<file path="src/rtl/fetch_align_buffer.sv">
// Halfword realignment buffer between fetch and decode: joins halfwords into
// whole 16/32-bit instructions and presents up to LANES of them per cycle.
module fetch_align_buffer #(
  parameter int FETCH_WIDTH = 32,
  parameter int DEPTH       = 8,
  parameter int LANES       = 2
) (
  input  logic                   clock,
  input  logic                   reset,
  input  logic                   flush,
  input  logic                   fetch_valid,
  output logic                   fetch_ready,
  input  logic [FETCH_WIDTH-1:0] fetch_data,
  input  logic [31:0]            fetch_pc,
  output logic [LANES-1:0]       out_valid,
  output logic [LANES*32-1:0]    out_instr,
  output logic [LANES*32-1:0]    out_pc,
  output logic [LANES-1:0]       out_rvc,
  input  logic                   out_ready
);

  localparam int HW = FETCH_WIDTH / 16;
  localparam int IW = $clog2(DEPTH);
  localparam int CW = IW + 1;
  localparam int OW = $clog2(HW);

  logic [15:0]   mem [DEPTH];
  logic [IW-1:0] head;
  logic [IW-1:0] tail;
  logic [CW-1:0] count;
  logic [31:0]   head_pc;
  logic          need_pc;

  logic          enq;
  logic          deq;
  logic [OW-1:0] offset;
  logic [CW-1:0] in_cnt;
  logic [CW-1:0] out_cnt;
  logic [CW-1:0] used;

  logic [CW-1:0] pos;
  logic [CW-1:0] size;
  logic          chain;
  logic          rvc;
  logic [15:0]   lo;
  logic [15:0]   hi;

  function automatic logic is_rvc(input logic [15:0] h);
    return h[1:0] != 2'b11;
  endfunction

  // Ring indices wrap naturally because DEPTH is a power of two.
  function automatic logic [IW-1:0] wrap(input logic [IW-1:0] base,
                                         input logic [CW-1:0] delta);
    return base + delta[IW-1:0];
  endfunction

  assign fetch_ready = (count <= CW'(DEPTH - HW));
  assign enq         = fetch_valid & fetch_ready & ~flush;
  assign deq         = out_ready & ~flush;
  assign offset      = need_pc ? fetch_pc[OW:1] : '0;
  assign in_cnt      = CW'(HW) - CW'(offset);
  assign out_cnt     = deq ? used : '0;

  // Lane decode: walk from head; a lane is only valid if every earlier lane is.
  always_comb begin
    out_valid = '0;
    out_instr = '0;
    out_pc    = '0;
    out_rvc   = '0;
    pos       = '0;
    size      = '0;
    chain     = 1'b1;
    rvc       = 1'b0;
    lo        = '0;
    hi        = '0;
    for (int l = 0; l < LANES; l++) begin
      lo   = mem[wrap(head, pos)];
      hi   = mem[wrap(head, pos + CW'(1))];
      rvc  = is_rvc(lo);
      size = rvc ? CW'(1) : CW'(2);
      if (chain && (count >= pos + size)) begin
        out_valid[l]        = 1'b1;
        out_rvc[l]          = rvc;
        out_instr[l*32+:32] = rvc ? {16'h0000, lo} : {hi, lo};
        out_pc[l*32+:32]    = head_pc + 32'({pos, 1'b0});
        pos                 = pos + size;
      end else begin
        chain = 1'b0;
      end
    end
    used = pos;
  end

  // On the first word after reset/flush, halfwords below the PC offset are dropped.
  always_ff @(posedge clock) begin
    if (enq) begin
      for (int i = 0; i < HW; i++) begin
        if (CW'(i) >= CW'(offset))
          mem[wrap(tail, CW'(i) - CW'(offset))] <= fetch_data[16*i+:16];
      end
    end
  end

  always_ff @(posedge clock or negedge reset) begin
    if (!reset) begin
      head    <= '0;
      tail    <= '0;
      count   <= '0;
      head_pc <= '0;
      need_pc <= 1'b1;
    end else if (flush) begin
      head    <= '0;
      tail    <= '0;
      count   <= '0;
      need_pc <= 1'b1;
    end else begin
      head  <= wrap(head, out_cnt);
      count <= count + (enq ? in_cnt : CW'(0)) - out_cnt;
      if (enq)
        tail <= wrap(tail, in_cnt);
      if (enq && need_pc) begin
        head_pc <= fetch_pc;
        need_pc <= 1'b0;
      end else begin
        head_pc <= head_pc + 32'({out_cnt, 1'b0});
      end
    end
  end

endmodule

</file>
<file path="config.mk">
export PLATFORM = sky130hd
export DESIGN_NAME = fetch_align_buffer
export DESIGN_NICKNAME = d
export VERILOG_FILES = /design/src/rtl/fetch_align_buffer.sv
export SDC_FILE = /design/constraint.sdc
export NUM_CORES = 1
export LEC_CHECK = 0
export CAP_MARGIN = 40
export CORE_ASPECT_RATIO = 1.2
export CORE_UTILIZATION = 56
export CTS_CLUSTER_SIZE = 14
export DETAILED_ROUTE_END_ITERATION = 10
export PLACE_DENSITY = 0.8
export REMOVE_ABC_BUFFERS = 1
export SLEW_MARGIN = 20
export SYNTH_ARGS = -nofsm -noshare
export SYNTH_HDL_FRONTEND = slang
export SYNTH_SLANG_ARGS = --single-unit
export TNS_END_PERCENT = 10
</file>
<file path="constraint.sdc">
create_clock -name clock -period 9.4 [get_ports clock]
set_input_delay 0.94 -clock clock [delete_from_list [all_inputs] [get_ports clock]]
set_output_delay 0.94 -clock clock [all_outputs]
set_load 0.02 [all_outputs]
</file>
======== Yosys cells after proc, flatten, opt, wreduce, memory -nomap -nowiden ========
Memories as Yosys holds them, arrays and structs flattened.
Cells that the tools add are included.
word-level totals
  register bits after elaboration ......... 43
  memory bits (writable) .................. 128
  output and inout bits ................... 133
  logic and storage cells ................. 65
  memories ................................ 1
memory list
  name  words  bits a word  rd ports  clocked after Yosys merged registers in  wr ports  line  text
  mem   8      16           4         0                                        2         27    logic [15:0] mem [DEPTH];
operators by class
  $add $sub $neg .......................... 16
  $lt $le $gt $ge ......................... 4
  equal/unequal tests ..................... 2
  multiplexer cells ....................... 29
  bitwise gates (word level) .............. 4
  reductions and logical operators ........ 4
operator list
  kind                                                                   number
  32-bit two-way mux                                                     7
  32-bit by 5-bit adder with 32-bit output                               2
  3-bit adder                                                            6
  4-bit two-way mux                                                      4
  1-bit two-way mux                                                      12
  3-bit two-way mux                                                      3
  3-bit by 1-bit adder with 3-bit output, second input constant          2
  2-bit two-way mux                                                      3
  4-bit by 2-bit adder with 4-bit output                                 1
  4-bit adder                                                            1
  4-bit by 2-bit >= comparator with 1-bit output                         1
  4-bit >= comparator                                                    1
  4-bit by 3-bit <= comparator with 1-bit output, second input constant  1
  2-bit != test, second input constant                                   2
  2-bit nonzero test                                                     2
  1-bit by 1-bit subtractor with 2-bit output, first input constant      2
  4-bit subtractor                                                       1
  1-bit AND                                                              3
  2-bit by 1-bit subtractor with 3-bit output, first input constant      1
  1-bit logical AND                                                      2
  1-bit >= comparator, first input constant                              1
  1-bit NOT                                                              1

======== Longest topological paths before layout ========
Gate-level depths: netlist of run 1.
An unclocked memory read counts as a cell.
  depth after elaboration ................. 16
  gate-level depth with buffers ........... 36
  depth with buffers taken out ............ 31

======== Worst setup path after synthesis of run 1 ========
OpenSTA, ideal clock, no wires.
  path type ............................... flip-flop to flip-flop
  from .................................... reg head[0]
  to ...................................... reg head_pc[19]
  arrival time ............................ 7.842 ns
  required time ........................... 9.269 ns
  setup slack ............................. 1.427 ns
  stages on the path, launching flop included .. 33
  path buffers ............................ 4
  cells stage by stage .................... dfrtp_1 -> buf_6 -> buf_6 -> mux2i_1 -> mux4_2 -> nor2_1 -> inv_1 -> ha_1 -> inv_1 -> o21a_1 -> nor2_1 -> inv_1 -> ha_1 -> clkbuf_1 -> mux4_2 -> nand2_1 -> mux2i_1 -> and2_1 -> nor2_1 -> ha_1 -> inv_1 -> ha_1 -> a2111oi_0 -> nor4_1 -> a22oi_2 -> xnor2_1 -> ha_1 -> or2_2 -> a221o_2 -> and3_1 -> buf_2 -> a311oi_1 -> nor4_1
between the ends
  cells in the longest elaborated chain, start to end .. 16
RTL lines
  item                                            line    text
  start, declared                                 28      logic [IW-1:0] head;
  start signal, assigned                          118     head <= wrap(head, out_cnt);
  memory read 8 x 16 bit                          n/a
  2-bit != test                                   49      return h[1:0] != 2'b11;
  2-bit two-way mux                               81      size = rvc ? CW'(1) : CW'(2);
  4-bit by 2-bit >= comparator with 1-bit output  82      if (chain && (count >= pos + size)) begin
  2-bit two-way mux                               82
  3-bit adder                                     55      return base + delta[IW-1:0];
  memory read 8 x 16 bit                          n/a
  2-bit != test                                   49
  2-bit two-way mux                               81
  4-bit by 2-bit adder with 4-bit output          82, 87
  4-bit >= comparator                             82
  1-bit logical AND                               82
  4-bit two-way mux (*)                           82
  4-bit two-way mux (*)                           63      assign out_cnt = deq ? used : '0;
  32-bit by 5-bit adder with 32-bit output (*)    126     head_pc <= head_pc + 32'({out_cnt, 1'b0});
  32-bit two-way mux (*)                          122     if (enq && need_pc) begin
  end signal, assigned                            123     head_pc <= fetch_pc;
  end signal, assigned                            126
  end, declared                                   31      logic [31:0] head_pc;
Every way passes the cells marked *; elsewhere a longest branch is shown, timed or not.
A chain may end at the register's enable or synchronous reset.

======== Worst setup path after layout of run 1 ========
  from .................................... reg head[0]
  to ...................................... out out_rvc[1]
between the ends
  cells in the longest elaborated chain, start to end .. 13
RTL lines
  item                                            line  text
  memory read 8 x 16 bit                          n/a
  2-bit != test                                   49
  2-bit two-way mux                               81
  4-bit by 2-bit >= comparator with 1-bit output  82
  2-bit two-way mux                               82
  3-bit adder                                     55
  memory read 8 x 16 bit                          n/a
  2-bit != test                                   49
  2-bit two-way mux                               81
  4-bit by 2-bit adder with 4-bit output          82
  4-bit >= comparator                             82
  1-bit logical AND                               82
  1-bit two-way mux (*)                           82
  end, declared                                   18    output logic [LANES-1:0] out_rvc,
Marked as above.

==> results by group, run 1 <==
Clocking
  – Root Buffer: clkbuf_16
  – CTS tree: yes
  – Hold Buf Count CTS: 0
  – Sink Count: 171
  – Htree depth: 4
  – Clk slew on worst S/H paths: 0.08 ns
  – Later-pin clock latency in the skew report: 0.44 ns
  – Longest Clk Path Bufs: 2
  – Cts bufs inserted: 17

Global route
  – Initial antenna violation count: 1
  – Gr usage total: 0.3471
  – Largest net degree at the start of global routing: 71
  – First-pass GRT wire length: 66.99 mm
  – Congestion Overflow GR: 0
  – Vias in the first global route: approximately 12000

Logic synthesis
  – Top post-synthesis cells by area: edfxtp_1, mux4_2, mux2_2, dfrtp_1, mux2i_1
  – Cell count after synthesis: 1219
  – Top-count cell post-synth: mux2_2
  – Async SR Flop Fraction: 0.2515
  – Number of synthesized flops with an enable pin: 128
  – Distinct cells, synth: 73
  – Top cells by count, synth: mux2_2, edfxtp_1, mux4_2
  – Synth area leader: edfxtp_1
  – Register bit total from synthesis: 171
  – Yosys synthesis warning count: 0
  – Synth Flop Type: edfxtp_1
  – Synthesized area per cell: about 11 um^2
  – Post-synth top area share: 0.2752
  – Mapped Area: 13970 um^2
  – Sequential fraction of the synthesis area: 0.3523

Setup path
  – CP Max Fanout: 47
  – Slowest CP cell: ha_2
  – Critical path buffers and inverters: 7
  – Startpoint types: flip-flop
  – Setup CP Type: reg2out
  – Worst path top cell family by delay: buffers and inverters
  – Worst EP arrival: a little under 8 ns
  – CP Capture Type: primary output
  – CP peak stage delay: 0.61 ns
  – CP dominant cell by count: nor2_1
  – CP required: 8.46 ns

Run status
  – Status: finished clean

STA
  – Min cycle time layout: 8.901 ns
  – RSZ-0062 raised after global routing: no
  – Least-Margin Pin Slew: around 0.89 ns
  – Tcrit/Tclk final: 0.9469
  – Fin. max-slew vios: 0
  – Max transition margin: 0.4041
  – FMAX: 0.1123 GHz
  – Final Setup Violations: 0
  – Clock skew: approximately 0.015 ns
  – Final Hold Violating Endpoints: 0

Route
  – DRC violations left: 0
  – DR pass1 iterations: 7
  – Routed len/inst: 25.62 um
  – Detailed Route WL: ~44 mm
  – Drt via density: just under 7
  – Via Count: 11699
  – Iteration-0 DRC Markers: 1045
  – Antenna-violating nets left: 0

Cells and area
  – Final #Nets: 1475
  – Design Area, Final: 16920 um^2
  – Ant diodes: 0
  – Layout Area Growth over Synthesis: 21.17%
  – Final core utilization: 0.6992
  – Share of layout cells above drive strength 1: 0.2590
  – # fillers: 1771

Die
  – Die X: 146.2 um
  – Site Rows: 62
  – Starting Density: 0.5771
  – Number of primary I/O pins: 202
  – Core area: roughly 24000 um^2
  – Die ar.: 25580 um^2
  – Chip height: between 150 and 200 um

Placed design
  – Final HPWL DP: 28.84 mm
  – Buffers on Ports: 201
  – Routability congestion estimate from global placement: 0.9467
  – Dpl cell area: 16350 um^2

Flow run
  – Maxcap violations: 0

Hold path
  – Hold/Removal Path Class: reg2reg
[layout make-up]
cell class / instances / area (um^2) / area share
clock buffers: 17 / 425.4 / 0.02514
clock inverters: 15 / 150.1 / 0.008872
inverters: 27 / 101.3 / 0.005988
multi-input cells: 920 / 8593 / 0.5078
flip-flops and latches: 171 / 4926 / 0.2911
well taps: 320 / 400.4 / 0.02366
repair buffers: 240 / 2327 / 0.1375
[placed cells by master, fill, tap and decap left out, drive strengths merged, types with 25 or more instances in the layout]
cell type,instances
nand3,39
nor2,119
nor3,26
inv,35
mux2i,53
dfrtp,42
clkdlybuf4s50,199
mux2,135
mux4,128
a21oi,53
ha,25
buf,41
edfxtp,128
nand2,91
and2,32
xnor2,25
[worst reg2reg max path: cells and delay by family, from the launching register on]
kind / cells / cell delay, ns
buffers and inverters: 5 / 0.69
AND/OR/NAND/NOR: 12 / 2.58
AO/OA/AOI/OAI: 4 / 1.06
multiplexers: 4 / 1.32
adder cells (fa/ha/maj): 7 / 2.32
flip-flops: 1 / 0.59
[metal layers]
layer | part of all wire | up-vias | GRT usage
li1 | - | 5019 | -
met2 | 0.51 | 878 | 0.5980
met1 | 0.34 | 5633 | 0.4164
met3 | 0.11 | 167 | 0.06214
met5 | 0.00025 | - | 0
met4 | 0.048 | 2 | 0.1793
[path summary, 6_finish.rpt]
| path | startpoint | endpoint | slack (ns) | cells past startpoint |
|---|---|---|---|---|
| setup / recovery | head[0]$_DFF_PN0_ | out_rvc[1] | 0.50 | 26 |
| hold / removal | need_pc$_DFFE_PN1P_ | need_pc$_DFFE_PN1P_ | 0.48 | 2 |
| setup reg to reg | head[0]$_DFF_PN0_ | head_pc[19]$_DFFE_PN0N_ | 0.76 | 32 |
| hold reg to reg | need_pc$_DFFE_PN1P_ | need_pc$_DFFE_PN1P_ | 0.48 | 2 |
| max in group asynchronous | reset | head[0]$_DFF_PN0_ | 8.33 | 2 |
| min in group asynchronous | reset | head_pc[14]$_DFFE_PN0N_ | 0.59 | 2 |
[timing repair]
item | CTS | global route
setup buffers | 0 | 0
setup endpoints to repair | 0 | 67
gates resized for setup | 0 | 1
[logic make-up after synthesis]
logic type | Yosys count | synth area share
muxes | 316 | 0.3532
buffers and inverters | 128 | 0.03628
xor gates and xnor gates | 40 | 0.02616
adders and majority gates | 29 | 0.02813
DFF | 171 | 0.3523
AOI/OAI and AO/OA | 131 | 0.06181
and+or+nand+nor | 404 | 0.1421
[stage by stage]
stage | hold WS [ns] | setup slack (ns) | instances | TNS (ns)
after floorplan | 0.4517 | -2.449 | 1118 | -197.68
after global placement | 0.4618 | 1.087 | 1673 | 0
after detailed placement | 0.4761 | 0.8858 | 1678 | 0
after CTS | 0.4850 | 0.4774 | 1710 | 0
after global routing | 0.5025 | 0.03096 | 1710 | 0
final | 0.4790 | 0.4992 | 1710 | 0
[registers in the layout, indices dropped and copies added (netlist names)]
name and count:
head_pc 32, head 3, mem 128, need_pc 1, count 4, tail 3
Power of run 1 is left out: the tool's default activity adds up to more than one toggle a clock period on the data nets, which glitch-free logic cannot reach.
==> run 2, diff against run 1 <==
ABC_CLOCK_PERIOD_IN_PS = 9400   (was default)
REMOVE_ABC_BUFFERS = default   (was 1)
==> results by group, run 2 (synthesis results as in run 1) <==
Cells and area
  – Biggest register: mem
  – Share of layout cells above drive strength 1: 0.2566 (-0.002343)
  – Layout Area Growth over Synthesis: 21.33%
  – Sequential Area: 4926 um^2 (unchanged)
  – Final Non-Filler Cells: 1712 (+0.12%)
  – # fillers: 1742 (-1.6%)
  – Largest register FFs: 128 (unchanged)
  – Area occupied by multi-input gates: 8606 um^2 (+0.15%)
  – Biggest regs: mem: 128 flops, head_pc: 32 flops, count: 4 flops
  – Most frequent cells in the layout: clkdlybuf4s50_1, mux2_2, mux4_2, edfxtp_1, nor2_1
  – Commonest non-fill, non-tap cell in the layout: clkdlybuf4s50_1
  – Final #Nets: 1476 (+0.068%)

Clocking
  – Later-pin clock latency in the skew report: 0.45 ns (about the same)
  – Hold Buf Count CTS: 0 (unchanged)
  – Longest Clk Path Bufs: 2 (unchanged)
  – CTS tree: yes
  – Cts bufs inserted: 17 (unchanged)
  – Sink Count: 171 (unchanged)
  – Clk slew on worst S/H paths: 0.06 ns (-0.02 ns)
  – Root Buffer: clkbuf_16
  – CTS resizes: 0 (unchanged)
  – Post CTS Setup Buffer Count: 0 (unchanged)
  – Htree depth: 4 (unchanged)

Setup path
  – CP peak stage delay: 0.75 ns (+0.14 ns)
  – Slowest CP cell: dfrtp_4
  – Startpoint types: flip-flop
  – CP Max Fanout: 23 (-51%)
  – Worst path top cell family by delay: simple AND/OR/NAND/NOR gates
  – CP Capture Type: primary output
  – Worst EP arrival: 7.68 ns (-0.28 ns)
  – Setup CP Type: reg2out
  – Critical path buffers and inverters: 6 (-1)
  – CP required: 8.46 ns (about the same)

STA
  – Worst Setup Slack, final: 0.7836 ns (+0.2844 ns)
  – Final Setup Violations: 0 (unchanged)
  – FMAX: 0.1161 GHz (+3.3%)
  – Max transition margin: 0.4384 (+0.03430)
  – Min cycle time layout: 8.616 ns (-0.2844 ns)
  – Final Hold Violating Endpoints: 0 (unchanged)
  – Fin. max-slew vios: 0 (unchanged)
  – Least-Margin Pin Slew: 0.8418 ns (-0.04914 ns)
  – Tcrit/Tclk final: 0.9166 (-0.03026)
  – Clock skew: 0.01266 ns (-0.002029 ns)
  – Setup TNS: 0 ns (unchanged)
  – Hold slack: 0.4839 ns (+0.004959 ns)
  – RSZ-0062 raised after global routing: no

Die
  – Number of primary I/O pins: 202 (unchanged)
  – Starting Density: 0.5771 (unchanged)
  – Site Rows: 62 (unchanged)
  – Die X: 146.2 um (unchanged)
  – Core area: 24200 um^2 (unchanged)
  – Die ar.: 25580 um^2 (unchanged)
  – Chip height: 175 um (unchanged)

Global route
  – Largest net degree at the start of global routing: 71 (unchanged)
  – Met2 usage: 0.5992 (+0.001190)
  – First-pass GRT wire length: 68.03 mm (+1.5%)
  – Congestion Overflow GR: 0 (unchanged)
  – Vias in the first global route: 11773 (+2.0%)
  – Met1 usage: 0.4266 (+0.01014)
  – Met3 usage: 0.05875 (-0.003394)
  – Gr usage total: 0.3540 (+0.006917)
  – GRT busiest layer: met2
  – Initial antenna violation count: 1 (unchanged)

Placed design
  – Buffers on Ports: 201 (unchanged)
  – Routability congestion estimate from global placement: 0.9449 (-0.19%)
  – Final HPWL DP: 29.43 mm (+2.1%)
  – Cells after DPL: 1678 (unchanged)
  – Setup slack at placement: 0.8393 ns (-0.04648 ns)

Route
  – Detailed Route WL: 44.94 mm (+2.6%)
  – Via Count: 11727 (+0.24%)
  – Drt via density: 6.850 (+0.12%)
  – Iteration-0 DRC Markers: 1134 (+8.5%)
  – DR pass1 iterations: 6 (-1)
  – Routed len/inst: 26.25 um (+2.5%)
  – Antenna-violating nets left: 0 (unchanged)
  – DRC violations left: 0 (unchanged)

Hold path
  – Hold/Removal Path Class: reg2reg

Flow run
  – Maxcap violations: 0 (unchanged)

Run status
  – Status: finished clean

Logic synthesis
  – Synthesized net count: 1317
run 2: cell count changes in the layout (fill, tap and decap cells not counted), moves of 2 or more:
cell	change
bufinv_16	+3
clkinv_8	-2
clkinv_1	+5
inv_8	-5
run 2: per-layer routing:
layer / wire (um) / up-vias
met5: 11 / -
met4: 2398 / 2
met3: 4608 / 170
met2: 22320 / 835
met1: 15610 / 5697
li1: - / 5023
run 2: cell type report:
| cell class | count | area share |
|---|---|---|
| multi-input cells | 920 | 0.5078 |
| flip-flops and latches | 171 | 0.2907 |
| repair buffers | 241 | 0.1376 |
| clock buffers | 18 | 0.02532 |
| well taps | 320 | 0.02363 |
| clock inverters | 14 | 0.008860 |
| inverters | 27 | 0.005980 |
| diodes | 1 | 0.0001477 |
run 2: worst min-delay path: stages, from the launching register on:
cell,delay [ns]
dfstp_2,0.39
nand2_1,0.05
nand2_1,0.04
run 2: worst paths after layout:
path,start,end,slack [ns],depth (start not counted)
max,head[0]$_DFF_PN0_,out_instr[62],0.78,25
min,need_pc$_DFFE_PN1P_,need_pc$_DFFE_PN1P_,0.48,2
max reg2reg,head[0]$_DFF_PN0_,head_pc[9]$_DFFE_PN0N_,0.94,29
min reg2reg,need_pc$_DFFE_PN1P_,need_pc$_DFFE_PN1P_,0.48,2
max in group asynchronous,reset,head[0]$_DFF_PN0_,8.30,2
min in group asynchronous,reset,tail[2]$_DFFE_PN0P_,0.60,2
run 2: per-stage QoR:
stage                     instance area (um^2)    util
after floorplan                          13970       -
after global placement                   16290  0.6731
after detailed placement                 16340  0.6753
after CTS                                16920  0.6992
after global routing                     16940  0.7001
final                                    16950  0.7002
Power of run 2 is left out for the same reason.
